--- config.mk ---
export PLATFORM = sky130hd
export DESIGN_NAME = oai21_pipe_bank
export DESIGN_NICKNAME = d
export VERILOG_FILES = /design/src/rtl/oai21_pipe_bank.sv
export SDC_FILE = /design/constraint.sdc
export NUM_CORES = 1
export LEC_CHECK = 0
export ABC_AREA = 0
export BUFFER_PORTS_ARGS = -buffer_cell sky130_fd_sc_hd__buf_4
export CORE_ASPECT_RATIO = 1.2
export CORE_UTILIZATION = 42
export DETAILED_ROUTE_END_ITERATION = 12
export GPL_TIMING_DRIVEN = 1
export PLACE_DENSITY = 0.82
export REMOVE_ABC_BUFFERS = 1
export SYNTH_ARGS = -nofsm -noshare
export SYNTH_HDL_FRONTEND = slang
export SYNTH_SLANG_ARGS = --single-unit
--- constraint.sdc ---
create_clock -name CK -period 0.8 [get_ports CK]
set_input_delay 0.2 -clock CK [delete_from_list [all_inputs] [get_ports CK]]
set_output_delay 0.2 -clock CK [all_outputs]
set_load 0.03 [all_outputs]
--- src/rtl/oai21_pipe_bank.sv ---
`default_nettype none
// +----------------------------------------------------------------------------+
// | oai21_pipe_bank                                                            |
// | WIDTH-wide OAI21/AOI21 gate bank, DEPTH-stage pipeline with valid,         |
// | global hold and a full-scan shift chain through the data registers.        |
// | Rev 1.0                                                                    |
// +----------------------------------------------------------------------------+
module oai21_pipe_bank #(
    parameter int WIDTH = 8,
    parameter int DEPTH = 2
) (
    input  logic             CK,
    input  logic             RN,
    input  logic             EN,
    input  logic             MODE,
    input  logic [WIDTH-1:0] A,
    input  logic [WIDTH-1:0] B1,
    input  logic [WIDTH-1:0] B2,
    input  logic             HOLD,
    input  logic             SE,
    input  logic             SI,
    output logic [WIDTH-1:0] ZN,
    output logic             VLD,
    output logic             SO
);

    localparam int c_CHAIN_BITS = WIDTH * DEPTH;

    logic [DEPTH-1:0][WIDTH-1:0] r_data;
    logic [DEPTH-1:0]            r_vld;
    logic [DEPTH-1:0][WIDTH-1:0] w_data_norm;
    logic [DEPTH-1:0]            w_vld_norm;
    logic [DEPTH-1:0][WIDTH-1:0] w_data_scan;
    logic [c_CHAIN_BITS-1:0]     w_flat;
    logic [WIDTH-1:0]            w_func;

    assign w_func = MODE ? ~(A | (B1 & B2)) : ~(A & (B1 | B2));

    // Packed layout makes bit s*WIDTH+k the chain position of D[s][k],
    // so a single left shift walks SI through every stage in order.
    assign w_flat      = r_data;
    assign w_data_scan = (w_flat << 1) | c_CHAIN_BITS'(SI);

    always_comb begin
        w_data_norm    = r_data;
        w_vld_norm     = r_vld;
        w_data_norm[0] = EN ? w_func : r_data[0];
        w_vld_norm[0]  = EN;
        for (int s = 1; s < DEPTH; s++) begin
            w_data_norm[s] = r_data[s-1];
            w_vld_norm[s]  = r_vld[s-1];
        end
    end

    // Scan shifts data only; valid bits keep their state across a scan burst.
    always_ff @(posedge CK or negedge RN) begin
        if (!RN) begin
            r_data <= '0;
            r_vld  <= '0;
        end else if (SE) begin
            r_data <= w_data_scan;
        end else if (!HOLD) begin
            r_data <= w_data_norm;
            r_vld  <= w_vld_norm;
        end
    end

    assign ZN  = r_data[DEPTH-1];
    assign VLD = r_vld[DEPTH-1];
    assign SO  = r_data[DEPTH-1][WIDTH-1];

endmodule
`default_nettype wire

==> impl_results.md <==
- GRT Total Usage: 0.209
- Mean Syn Cell Area: 9.09 sq um
- Chip Height: 55.9 um
- Largest net degree at the start of global routing: 19
- CTS tree: built
- Area grow syn2layout: 49.1%
- First-pass GRT wire length: 4.05 mm
- Crit-path cells: buf_6
- Final GP Congestion: between 0.7 and 0.8
- Finish-stage setup viols: 18
- Initial antenna violation count: 0
- Fill cell count: 195
- Port Buffers: 40
- Delay-heaviest family, CP: flip-flops
- Non-Filler Instances: 189
- Unrepaired setup endpoints after global routing: yes
- VDD IR max: 0.888 mV
- PD cells: 1850 nW/um^2
- Register area share after synthesis: 0.442
- Final Hold Viols: 0
- Post-Synthesis Cell Area: 1020 sq um
- Netlist cell types: 16
- Required time worst endpoint: roughly 0.60 ns
- #FFs+latches synth: 18
- Met3 WL: 85 um
- Violated checks: negative setup slack
- First-pass iteration count of the detailed router: 4
- Bufs and invs on worst path: 1
- Pins Over Slew Limit: 0
- Post-route design area: 1520 sq um
- Pre-CTS setup slack: -0.189 ns
- Row cnt: 19
- Worst slew pin tran: about 0.33 ns
- WL met1: 1.02 mm
- Grt total ovfl: 0
- Clock Skews: 0.00264 ns
- Antenna fix cells: 0
- Htree depth: 1
- Slowest-stage cell, CP: dfrtp_1
- Top-Level Pins: 41
- Max-cap viol count: 0
- Sink Count: 18
- Antenna-violating nets left: 0
- Initial core utilization: 0.446
- Critical Path Fanout Max: 3
- FF+latch area: between 400 and 500 sq um
- Metal2 WL: 1.35 mm
- Core area: 2280 sq um
- Fin nets: 190
- Critical path capture point type: primary output
- Final WL: 2.49 mm
- Placed cell areas: between 1000 and 1500 sq um
- Layout cell share with drive strength beyond 1: 0.386
- HPWL Detailed: 1.77 mm
- Crit share post-route: 1.38
- WHS: roughly 0.16 ns
- Multi-input gate area: 465 sq um
- Placed Instances: between 150 and 200
- DIE AREA: roughly 2600 sq um
- Most frequent cells in the layout: buf_4, nand2_1, dfrtp_1
- Largest stage delay, worst path: 0.45 ns
- Per-cell routed wire length: 13.2 um
- Setup ws final: -0.302 ns
- Die Span X: 47.0 um
- Top Metal Used: met4
- CTS Buf Count: 3
- Vias per std cell: 5.06
- DRT iter0 DRCs: 24
- Minimum clock period: roughly 1.1 ns
- Cell count after synthesis: 112
- DRC: 0
- Critical path class: flop to primary output
- Highest attainable clock frequency: 908 MHz
- Most common cell after layout, fill and taps aside: buf_4
- Root Driver: clkbuf_4
- Reg-to-reg slack, setup: -0.10 ns
- Clock transition at path regs: 0.10 ns
- Synth Warn #: 0
- Number of global-route vias before repair: 1,011
- Worst slew margin: 0.782
- Core Util, Final: 0.666
- Via count: 956
- Hold WC Path Type: input port to flop
- Leakage power: 0.721 nW
- Latest clock arrival within the worst-skew pair: between 0.2 and 0.3 ns
- Status: finished with violations
- CP arrival: about 0.90 ns
- Maximum clock insertion buffer count: 2
- Startpoint types: flop
where the power goes:
part	total, mW	leakage, nW	internal, mW	switching [mW]
clock	0.553	0.0210	0.277	0.276
sequential	1.19	0.230	1.06	0.135
combinational	1.06	0.470	0.569	0.493
stage by stage:
| stage | power (mW) | setup TNS, ns |
|---|---|---|
| after global routing | 2.96 | -3.74 |
| after global placement | 1.99 | -1.81 |
| after detailed placement | 2.03 | -2.21 |
| after CTS | 2.74 | -2.86 |
| final | 2.81 | -3.08 |
| after floorplan | 1.58 | -0.621 |
synth_stat cells:
cell type | n | area (sq um)
nand2_1 | 24 | 90.1
clkbuf_1 | 3 | 11.3
buf_2 | 1 | 5.00
mux2_1 | 1 | 11.3
o21ai_0 | 8 | 40.0
a21oi_1 | 8 | 40.0
inv_1 | 2 | 7.51
nand2b_1 | 2 | 12.5
o211ai_1 | 16 | 120
mux2i_1 | 8 | 80.1
nor2_1 | 1 | 3.75
o21ai_1 | 9 | 45.0
buf_4 | 8 | 60.1
nor3b_4 | 1 | 18.8
dfrtp_1 | 18 | 450
buf_6 | 2 | 22.5
cells by family (layout without fill, tap and decap cells):
group                  after synthesis  count (layout)  share of synthesized area
DFF                                 18              18                      0.442
muxes                                9               9                     0.0897
AOI/OAI and AO/OA                   41              41                      0.241
and+or+nand+nor                     28              28                      0.123
buffers and inverters               16              62                      0.104
path summary, 6_finish.rpt:
path / from / end / depth (start not counted)
max reg2reg: ZN[7]$_DFFE_PN0P_ / ZN[7]$_DFFE_PN0P_ / 3
min reg2reg: r_vld[0]$_DFFE_PN0P_ / r_vld[0]$_DFFE_PN0P_ / 2
max in group asynchronous: RN / r_data[2]$_DFFE_PN0P_ / 2
min: SI / r_data[0]$_DFFE_PN0P_ / 3
max: ZN[7]$_DFFE_PN0P_ / SO / 1
min in group asynchronous: RN / ZN[5]$_DFFE_PN0P_ / 2
state kept, by name, indices dropped and copies added (netlist names):
register  count
ZN            8
r_vld         2
r_data        8
metal layers:
layer / GRT usage / vias to the layer above
li1: - / 482
met5: 0 / -
met1: 0.252 / 444
met3: 0.0195 / 4
met2: 0.367 / 26
met4: 0.0735 / 0
layout make-up:
type	count	area share
Tap cell	31	0.0255
Clock buffer	4	0.0239
Multi-Input combinational cell	78	0.306
Sequential cell	18	0.297
Inverter	2	0.00494
Timing Repair Buffer	56	0.343
worst register-to-register path, stage by stage, from the launching register on:
cell and delay [ns]:
dfrtp_1 0.45, buf_4 0.16, mux2i_1 0.13, o21ai_1 0.07
repair_timing:
item | CTS | global route
gates resized for setup | 9 | 8
hold endpoints to repair | 18 | 0
endpoints found under the setup margin | 10 | 19
buffers inserted | 8 | 2
pin swaps | 0 | 5
hold buffers | 1 | 0
Power figures use the tool's default switching activity.
